==> src/rtl/ref_mem_pkg.sv <==
// Shared types and helpers for the reference-frame memory controller.
package ref_mem_pkg;

  typedef enum logic [2:0] {
    IDLE,
    PRELOAD,
    PRIME,
    SWEEP,
    DONE
  } state_e;

  // Geometry at the default configuration (32 banks, groups of 4, step of 8).
  localparam int unsigned NUM_BANK_DEF   = 32;
  localparam int unsigned GRP_BANKS_DEF  = 4;
  localparam int unsigned SHIFT_STEP_DEF = 8;
  localparam int unsigned NGRP           = NUM_BANK_DEF / GRP_BANKS_DEF;
  localparam int unsigned K              = NUM_BANK_DEF / SHIFT_STEP_DEF;

  typedef struct packed {
    int unsigned split;
    int unsigned band;
  } geom_t;

  // Column c walks the shift window across K positions before moving down one band.
  function automatic geom_t sweep_geom(input int unsigned c, input int unsigned h,
                                       input int unsigned k, input int unsigned step);
    geom_t g;
    g.split = (c % k) * step;
    g.band  = c / k + h;
    return g;
  endfunction

  // Counter width that never collapses to zero bits.
  function automatic int unsigned min1_clog2(input int unsigned n);
    return (n <= 1) ? 1 : $clog2(n);
  endfunction

endpackage

==> src/rtl/ref_mem_ctrl_param_if.sv <==
// Loader / PE-array side bus of the reference memory controller.
interface ref_mem_ctrl_param_if
  import ref_mem_pkg::*;
#(
  parameter int unsigned NUM_BANK = 32,
  parameter int unsigned ADDR_W   = 7,
  parameter int unsigned NUM_COL  = 7
);
  localparam int unsigned SW = min1_clog2(NUM_BANK);
  localparam int unsigned CW = min1_clog2(NUM_COL + 1);

  logic                       begin_prepare;
  logic                       wr_valid;
  logic                       pe_ready;
  logic [NUM_BANK-1:0]        Bank_sel;
  logic                       wr_en;
  logic [NUM_BANK*ADDR_W-1:0] write_address_all;
  logic                       rd_en;
  logic [NUM_BANK*ADDR_W-1:0] rd_address_all;
  logic [SW-1:0]              shift_value;
  logic [CW-1:0]              col_idx;
  logic                       half;
  logic                       busy;
  logic                       done;

  // Controller side.
  modport master (
    input  begin_prepare, wr_valid, pe_ready,
    output Bank_sel, wr_en, write_address_all, rd_en, rd_address_all,
    output shift_value, col_idx, half, busy, done
  );

  // Loader / PE-array side.
  modport slave (
    output begin_prepare, wr_valid, pe_ready,
    input  Bank_sel, wr_en, write_address_all, rd_en, rd_address_all,
    input  shift_value, col_idx, half, busy, done
  );

endinterface

==> src/rtl/ref_addr_gen.sv <==
// Per-bank sweep read addresses: banks below split already hold the next band.
module ref_addr_gen #(
  parameter int unsigned NUM_BANK = 32,
  parameter int unsigned ADDR_W   = 7,
  parameter int unsigned BLK_ROWS = 24
) (
  input  logic [ADDR_W-1:0]          row,
  input  int unsigned                band,
  input  int unsigned                split,
  output logic [NUM_BANK*ADDR_W-1:0] addr_all
);

  logic [ADDR_W-1:0] addr_lo;
  logic [ADDR_W-1:0] addr_hi;

  // Two candidate addresses, then a per-bank pick against the split point.
  always_comb begin
    addr_all = '0;
    addr_lo  = ADDR_W'(32'(row) + band * BLK_ROWS);
    addr_hi  = ADDR_W'(32'(row) + (band + 1) * BLK_ROWS);
    for (int b = 0; b < int'(NUM_BANK); b++) begin
      addr_all[b*ADDR_W +: ADDR_W] = (unsigned'(b) < split) ? addr_hi : addr_lo;
    end
  end

endmodule

==> src/rtl/ref_mem_ctrl_param.sv <==
// Reference-frame memory controller: banked preload, PE priming and sub-area-1 sweep.
module ref_mem_ctrl_param
  import ref_mem_pkg::*;
#(
  parameter int unsigned NUM_BANK   = 32,
  parameter int unsigned ADDR_W     = 7,
  parameter int unsigned GRP_BANKS  = 4,
  parameter int unsigned PRE_ROWS   = 96,
  parameter int unsigned BLK_ROWS   = 24,
  parameter int unsigned NUM_COL    = 7,
  parameter int unsigned SHIFT_STEP = 8,
  parameter int unsigned PRIME_ROWS = 4,
  parameter int unsigned REP_LO     = 7,
  parameter int unsigned REP_HI     = 19
) (
  input logic clk,
  input logic rst_n,
  ref_mem_ctrl_param_if.master bus
);

  localparam int unsigned GRPS = NUM_BANK / GRP_BANKS;
  localparam int unsigned KCOL = NUM_BANK / SHIFT_STEP;
  localparam int unsigned SW   = min1_clog2(NUM_BANK);
  localparam int unsigned CW   = min1_clog2(NUM_COL + 1);
  localparam int unsigned GW   = min1_clog2(GRPS);
  localparam int unsigned AW   = NUM_BANK * ADDR_W;
  localparam logic [NUM_BANK-1:0] GRP_MASK0 = NUM_BANK'({GRP_BANKS{1'b1}});

  if (NUM_BANK % GRP_BANKS != 0 || NUM_BANK % SHIFT_STEP != 0) begin : g_chk_div
    $error("bank count must divide evenly into groups and shift steps");
  end
  if (((NUM_COL - 1) / KCOL + 2) * BLK_ROWS > (1 << ADDR_W)) begin : g_chk_addr
    $error("sweep bands exceed the per-bank address space");
  end
  if (PRE_ROWS > (1 << ADDR_W) || PRIME_ROWS == 0 || PRIME_ROWS > (1 << ADDR_W)) begin : g_chk_rows
    $error("preload or prime row count does not fit the address space");
  end
  if (REP_LO > REP_HI || REP_HI >= BLK_ROWS) begin : g_chk_rep
    $error("reuse window must lie inside one band");
  end

  state_e            state_q, state_d;
  logic [GW-1:0]     grp_q, grp_d;
  logic [ADDR_W-1:0] row_q, row_d;   // shared by preload, prime and sweep
  logic              rep_q, rep_d;
  logic              half_q, half_d;
  logic [CW-1:0]     col_q, col_d;

  logic [NUM_BANK-1:0] bank_sel_q, bank_sel_d;
  logic                wr_en_q, wr_en_d;
  logic [AW-1:0]       waddr_q, waddr_d;
  logic                rd_en_q, rd_en_d;
  logic [AW-1:0]       raddr_q, raddr_d;
  logic [SW-1:0]       shift_q, shift_d;
  logic [CW-1:0]       col_idx_q, col_idx_d;
  logic                half_o_q, half_o_d;
  logic                busy_q, busy_d;
  logic                done_q, done_d;

  geom_t         geom;
  logic [AW-1:0] sweep_addr;
  logic          in_win;

  assign geom   = sweep_geom(32'(col_q), 32'(half_q), KCOL, SHIFT_STEP);
  assign in_win = (row_q >= ADDR_W'(REP_LO)) && (row_q <= ADDR_W'(REP_HI));

  ref_addr_gen #(
    .NUM_BANK (NUM_BANK),
    .ADDR_W   (ADDR_W),
    .BLK_ROWS (BLK_ROWS)
  ) u_addr_gen (
    .row      (row_q),
    .band     (geom.band),
    .split    (geom.split),
    .addr_all (sweep_addr)
  );

  // State and counter register.
  always_ff @(posedge clk or negedge rst_n) begin
    if (!rst_n) begin
      state_q <= IDLE;
      grp_q   <= '0;
      row_q   <= '0;
      rep_q   <= 1'b0;
      half_q  <= 1'b0;
      col_q   <= '0;
    end else begin
      state_q <= state_d;
      grp_q   <= grp_d;
      row_q   <= row_d;
      rep_q   <= rep_d;
      half_q  <= half_d;
      col_q   <= col_d;
    end
  end

  // Next state, counter advance and next output values.
  always_comb begin
    state_d    = state_q;
    grp_d      = grp_q;
    row_d      = row_q;
    rep_d      = rep_q;
    half_d     = half_q;
    col_d      = col_q;
    bank_sel_d = '0;
    wr_en_d    = 1'b0;
    waddr_d    = '0;
    rd_en_d    = 1'b0;
    raddr_d    = '0;
    shift_d    = '0;
    col_idx_d  = '0;
    half_o_d   = 1'b0;
    busy_d     = (state_q != IDLE);
    done_d     = 1'b0;

    unique case (state_q)
      IDLE: begin
        if (bus.begin_prepare) begin
          state_d = PRELOAD;
          grp_d   = '0;
          row_d   = '0;
        end
      end

      PRELOAD: begin
        if (bus.wr_valid) begin
          wr_en_d    = 1'b1;
          bank_sel_d = GRP_MASK0 << (32'(grp_q) * GRP_BANKS);
          waddr_d    = {NUM_BANK{row_q}};
          if (row_q == ADDR_W'(PRE_ROWS - 1)) begin
            row_d = '0;
            if (grp_q == GW'(GRPS - 1)) begin
              grp_d   = '0;
              state_d = PRIME;
            end else begin
              grp_d = grp_q + 1'b1;
            end
          end else begin
            row_d = row_q + 1'b1;
          end
        end
      end

      PRIME: begin
        rd_en_d = 1'b1;
        raddr_d = {NUM_BANK{row_q}};
        if (bus.pe_ready) begin
          if (row_q == ADDR_W'(PRIME_ROWS - 1)) begin
            row_d   = '0;
            rep_d   = 1'b0;
            half_d  = 1'b0;
            col_d   = '0;
            state_d = SWEEP;
          end else begin
            row_d = row_q + 1'b1;
          end
        end
      end

      SWEEP: begin
        rd_en_d   = 1'b1;
        raddr_d   = sweep_addr;
        shift_d   = SW'(geom.split);
        col_idx_d = col_q;
        half_o_d  = half_q;
        if (bus.pe_ready) begin
          // Rows in the reuse window go out twice before the row counter moves.
          if (in_win && !rep_q) begin
            rep_d = 1'b1;
          end else begin
            rep_d = 1'b0;
            if (row_q == ADDR_W'(BLK_ROWS - 1)) begin
              row_d = '0;
              if (half_q) begin
                half_d = 1'b0;
                if (col_q == CW'(NUM_COL - 1)) begin
                  col_d   = '0;
                  state_d = DONE;
                end else begin
                  col_d = col_q + 1'b1;
                end
              end else begin
                half_d = 1'b1;
              end
            end else begin
              row_d = row_q + 1'b1;
            end
          end
        end
      end

      DONE: begin
        done_d  = 1'b1;
        state_d = IDLE;
      end

      default: state_d = IDLE;
    endcase
  end

  // Registered outputs.
  always_ff @(posedge clk or negedge rst_n) begin
    if (!rst_n) begin
      bank_sel_q <= '0;
      wr_en_q    <= 1'b0;
      waddr_q    <= '0;
      rd_en_q    <= 1'b0;
      raddr_q    <= '0;
      shift_q    <= '0;
      col_idx_q  <= '0;
      half_o_q   <= 1'b0;
      busy_q     <= 1'b0;
      done_q     <= 1'b0;
    end else begin
      bank_sel_q <= bank_sel_d;
      wr_en_q    <= wr_en_d;
      waddr_q    <= waddr_d;
      rd_en_q    <= rd_en_d;
      raddr_q    <= raddr_d;
      shift_q    <= shift_d;
      col_idx_q  <= col_idx_d;
      half_o_q   <= half_o_d;
      busy_q     <= busy_d;
      done_q     <= done_d;
    end
  end

  assign bus.Bank_sel          = bank_sel_q;
  assign bus.wr_en             = wr_en_q;
  assign bus.write_address_all = waddr_q;
  assign bus.rd_en             = rd_en_q;
  assign bus.rd_address_all    = raddr_q;
  assign bus.shift_value       = shift_q;
  assign bus.col_idx           = col_idx_q;
  assign bus.half              = half_o_q;
  assign bus.busy              = busy_q;
  assign bus.done              = done_q;

endmodule

==> src/flat_wrapper.sv <==
// flat-port wrapper written by rule: the top's interface ports become plain ports
module ref_mem_ctrl_param_flat import ref_mem_pkg::*;
#(
  parameter int unsigned NUM_BANK   = 32,
  parameter int unsigned ADDR_W     = 7,
  parameter int unsigned GRP_BANKS  = 4,
  parameter int unsigned PRE_ROWS   = 96,
  parameter int unsigned BLK_ROWS   = 24,
  parameter int unsigned NUM_COL    = 7,
  parameter int unsigned SHIFT_STEP = 8,
  parameter int unsigned PRIME_ROWS = 4,
  parameter int unsigned REP_LO     = 7,
  parameter int unsigned REP_HI     = 19
)
  (clk, rst_n, bus_begin_prepare, bus_wr_valid, bus_pe_ready, bus_Bank_sel, bus_wr_en, bus_write_address_all, bus_rd_en, bus_rd_address_all, bus_shift_value, bus_col_idx, bus_half, bus_busy, bus_done);
  ref_mem_ctrl_param_if #(.NUM_BANK(NUM_BANK), .ADDR_W(ADDR_W), .NUM_COL(NUM_COL)) bus_i ();
  input logic clk;
  input logic rst_n;
  input wire logic [$bits(bus_i.begin_prepare)-1:0] bus_begin_prepare;
  input wire logic [$bits(bus_i.wr_valid)-1:0] bus_wr_valid;
  input wire logic [$bits(bus_i.pe_ready)-1:0] bus_pe_ready;
  output wire logic [$bits(bus_i.Bank_sel)-1:0] bus_Bank_sel;
  output wire logic [$bits(bus_i.wr_en)-1:0] bus_wr_en;
  output wire logic [$bits(bus_i.write_address_all)-1:0] bus_write_address_all;
  output wire logic [$bits(bus_i.rd_en)-1:0] bus_rd_en;
  output wire logic [$bits(bus_i.rd_address_all)-1:0] bus_rd_address_all;
  output wire logic [$bits(bus_i.shift_value)-1:0] bus_shift_value;
  output wire logic [$bits(bus_i.col_idx)-1:0] bus_col_idx;
  output wire logic [$bits(bus_i.half)-1:0] bus_half;
  output wire logic [$bits(bus_i.busy)-1:0] bus_busy;
  output wire logic [$bits(bus_i.done)-1:0] bus_done;
  assign bus_i.begin_prepare = bus_begin_prepare;
  assign bus_i.wr_valid = bus_wr_valid;
  assign bus_i.pe_ready = bus_pe_ready;
  assign bus_Bank_sel = bus_i.Bank_sel;
  assign bus_wr_en = bus_i.wr_en;
  assign bus_write_address_all = bus_i.write_address_all;
  assign bus_rd_en = bus_i.rd_en;
  assign bus_rd_address_all = bus_i.rd_address_all;
  assign bus_shift_value = bus_i.shift_value;
  assign bus_col_idx = bus_i.col_idx;
  assign bus_half = bus_i.half;
  assign bus_busy = bus_i.busy;
  assign bus_done = bus_i.done;
  ref_mem_ctrl_param #(.NUM_BANK(NUM_BANK), .ADDR_W(ADDR_W), .GRP_BANKS(GRP_BANKS), .PRE_ROWS(PRE_ROWS), .BLK_ROWS(BLK_ROWS), .NUM_COL(NUM_COL), .SHIFT_STEP(SHIFT_STEP), .PRIME_ROWS(PRIME_ROWS), .REP_LO(REP_LO), .REP_HI(REP_HI)) u_core (.clk(clk), .rst_n(rst_n), .bus(bus_i));
endmodule
==> config.mk <==
export PLATFORM = sky130hd
export DESIGN_NAME = ref_mem_ctrl_param_flat
export DESIGN_NICKNAME = d
export VERILOG_FILES = /design/src/rtl/ref_mem_pkg.sv /design/src/rtl/ref_mem_ctrl_param_if.sv /design/src/rtl/ref_addr_gen.sv /design/src/rtl/ref_mem_ctrl_param.sv /design/src/flat_wrapper.sv
export SDC_FILE = /design/constraint.sdc
export NUM_CORES = 1
export LEC_CHECK = 0
export ABC_AREA = 0
export CORE_MARGIN = 2
export CORE_UTILIZATION = 30
export CTS_CLUSTER_SIZE = 8
export DETAILED_ROUTE_END_ITERATION = 16
export GPL_ROUTABILITY_DRIVEN = 1
export HOLD_SLACK_MARGIN = 0.02
export PLACE_DENSITY = 0.56
export SETUP_SLACK_MARGIN = 0.15
export SLEW_MARGIN = 20
export SYNTH_ARGS = -nofsm -noshare
export SYNTH_HDL_FRONTEND = slang
export SYNTH_HIERARCHICAL = 1
export SYNTH_SLANG_ARGS = --single-unit
==> constraint.sdc <==
create_clock -name clk -period 3.4 [get_ports clk]
set_clock_uncertainty 0.15 [all_clocks]
set_input_delay 1.02 -clock clk [delete_from_list [all_inputs] [get_ports clk]]
set_output_delay 1.02 -clock clk [all_outputs]
set_load 0.05 [all_outputs]
==> flow_summary_export.csv <==
group,metric,value,unit
synthesis,avgSynthCellArea,11.4,um2
synthesis,ys_ff_latch,265,
synthesis,ys.flop_type,"dfrtp_1",
cells_and_area,drive_gt1_share,22.5,%
run_status,status,"finished, final reports clean",
synthesis,syn_inst,1290,
global_route,grt_overflow,0,
cells_and_area,syn_to_final_growth,30.8,%
critical_path,worstPathRequired,2.23,ns
cts,hold_buffers,0,
cts,cts_root_buffer,"clkbuf_16",
drt,drc,0,
sta,relSlewSlack,45.2,%
synthesis,synth_most_common_cell,"buf_4",
place,routabilityCongestion,0.780,
sta,fin_ws,0.237,ns
drt,totalWireLength,41600,um
cts,clock_path_buffers,3,
sta,max_clock_freq,316,MHz
cells_and_area,nets,1505,
cells_and_area,fin_cells,2109,
synthesis,ys_types,60,
die,io_pins,498,
global_route,grt_max_degree,130,
critical_path,critical_path_peak_fanout,32,
cells_and_area,antenna_cells,0,
cells_and_area,fillers,4686,
power,power_density,1160,mW/mm2
drt,ant_nets,0,
synthesis,synth_top_area_cell,"dfrtp_1",
global_route,grt_use_total,16.0,%
sta,tightest_slew,0.822,ns
cells_and_area,design_area,0.0192,mm2
die,die_h,225,um
drt,via_per_inst,4.40,
place,hpwl,28300,um
place,dpl_cell_area,0.0181,mm2
cts,cts.sink_count,265,
synthesis,syn_area,0.0147,mm2
power,p_int,11.7,mW
synthesis,yosysSeqAreaShare,45.1,%
sta,worst_hold_slack,0.278,ns
synthesis,yosys-top-cells-area,"dfrtp_1, buf_4, a21o_1",
sta,setup_tns,0,ns
critical_path,crit_path_start,"u_core/bus.write_address_all[220]",
critical_path,cp_cell_sequence,"buf_4, clkdlybuf4s50_1",
die,start_util,30.3,%
sta,fin_crit,3.16,ns
power,p_switching,10.7,mW
global_route,antenna_found_initial,0,
drt,drt_iter0_drc,429,
power,clkPwrFrac,15.6,%
cts,clock_latency,0.55,ns
drt,num_vias,9277,
sta,hold_viol,0,
synthesis,ys.warnings.count,6,
die,core-area,0.0486,mm2
sta,finalSetupViolations,0,
cts,cts_tree,"built",
die,dieArea,0.0508,mm2
die,die_w,225,um
cts,clk_pin_slew,0.05,ns
synthesis,synth_common_cells,"buf_4, dfrtp_1, a21o_1",
power,ir_worst_vdd,0.870,mV
global_route,grt_pass1_vias,9133,
power,p_seq_share,22.1,%
global_route,grt_pass1_wl,61300,um
critical_path,arrival,1.99,ns
sta,drv_slew,0,
critical_path,setup.worst_path.end_class,"primary output",
critical_path,critical_path.slowest_cell,"clkdlybuf4s50_1",
critical_path,critPathMaxStageDelay,0.86,ns
cts,htree_num_levels,2,
power,p_comb_share,62.3,%
place,io_buffers,494,
flow_run,maxCapViolations,0,
die,row_count,81,
critical_path,crit_buf_inv,2,
drt,first_pass_iters,5,
sta,rsz0062_at_grt,"no",
power,leakage,10.1,nW
synthesis,synth_top_area_share,45.1,%
cts,numCtsBuffers,39,
min_path,hold_class,"input pin to asynchronous set/reset pin",
critical_path,crit_type,"flip-flop to primary output",
synthesis,synthArstFlopShare,100,%
critical_path,startpoint_type,"flip-flop",
drt,routedWlPerCell,19.7,um
place,dp_slack,0.0547,ns
power,power.total,22.4,mW
critical_path,path_delay_family,"buffers and inverters",
cells_and_area,fin_util,39.6,%
synthesis,synth_edf_count,0,
place,dp.cells,2059,
sta,finalCritPeriodShare,93.0,%
power,swShare,47.9,%
critical_path,timing.rr.start,"u_core/col_q[2]",
## power by group through the flow
stage | logic (mW) | clock network (mW) | registers, mW
6_report | 13.9 | 3.49 | 4.96
5_1_grt | 14.7 | 3.76 | 5.09
4_1_cts | 14.0 | 3.62 | 4.97
3_5_place_dp | 13.9 | 0 | 4.99
3_3_place_gp | 13.8 | 0 | 5.00
2_1_floorplan | 5.82 | 0 | 9.18
## worst paths after layout
kind	endpoint	slack (ns)	cells past startpoint
max	bus_write_address_all[52]	0.24	2
min	u_core/bus.rd_address_all[150]	0.28	1
max reg2reg	u_core/bus.rd_address_all[153]	0.35	11
min reg2reg	u_core/rep_q	0.36	1
max in group asynchronous	u_core/col_q[0]	2.01	2
min in group clk	u_core/rep_q	0.36	1
## logic make-up after synthesis
family	synth area share (%)
adders and majority gates	1.94
other	0.0255
DFF	45.1
muxes	7.07
buffers and inverters	20.7
xor gates and xnor gates	2.71
and+or+nand+nor	5.80
AOI/OAI and AO/OA	16.7
## area by class of cell
| type | count | area, um2 | area share, % |
|---|---|---|---|
| timing repair buffer | 532 | 5430 | 28.2 |
| clock inverter | 4 | 60.1 | 0.312 |
| sequential | 265 | 6640 | 34.5 |
| clock buffer | 45 | 1010 | 5.24 |
| inverter | 13 | 48.8 | 0.253 |
| tap | 622 | 778 | 4.04 |
| multi-input combinational | 628 | 5290 | 27.5 |
## per-layer routing
layer / vias to the layer above / global-route usage [%] / share of wire (%)
li1: 4307 / - / -
met1: 4627 / 20.2 / 43
met2: 292 / 27.3 / 49
met3: 51 / 3.77 / 5.8
met4: 0 / 4.72 / 2.4
met5: - / 0 / 0
## worst register-to-register path, delay by kind of cell, from the launching register on
family | cells | cell delay, ns
muxes | 1 | 0.17
buffers and inverters | 3 | 0.40
DFF | 1 | 0.45
xor gates and xnor gates | 2 | 0.53
AOI/OAI and AO/OA | 2 | 0.31
adders and majority gates | 3 | 1.00
## state kept, by name (all words and copies together) (netlist names)
name and cells:
u_core/bus.half 1, u_core/half_q 1, u_core/bus.done 1, u_core/bus.wr_en 1, u_core/bus.rd_en 1, u_core/rep_q 1
u_core/grp_q 3, u_core/bus.write_address_all 7, u_core/col_q 3, u_core/row_q 7, u_core/state_q 3, u_core/bus.col_idx 3
u_core/bus.busy 1, u_core/bus.rd_address_all 224, u_core/bus.Bank_sel 8
## cell usage in the layout, fill, tap and decap left out, types with 13 or more instances in the layout
cell             synthesis  layout
xor2_1                  35      34
dlymetal6s2s_1           0      29
nor2_1                  18      18
mux2_2                  21      21
conb_1                   1      53
dfrtp_1                265     261
buf_12                   1      41
and3_1                  20      15
buf_4                  345     156
nand2_1                 17      17
a211oi_4                13      13
clkbuf_16                0      39
ha_1                    18      16
mux2i_1                 65      65
a21o_1                 229     229
clkdlybuf4s50_1          0     304
inv_1                   13      13
## timing repair
item                                   4_1_cts  5_1_grt
pin swaps                                    0        2
gates resized for setup                      4       31
buffers inserted                             0        1
endpoints found under the hold margin        0        0
setup endpoints to repair                   24       88
Power figures use the tool's default switching activity.
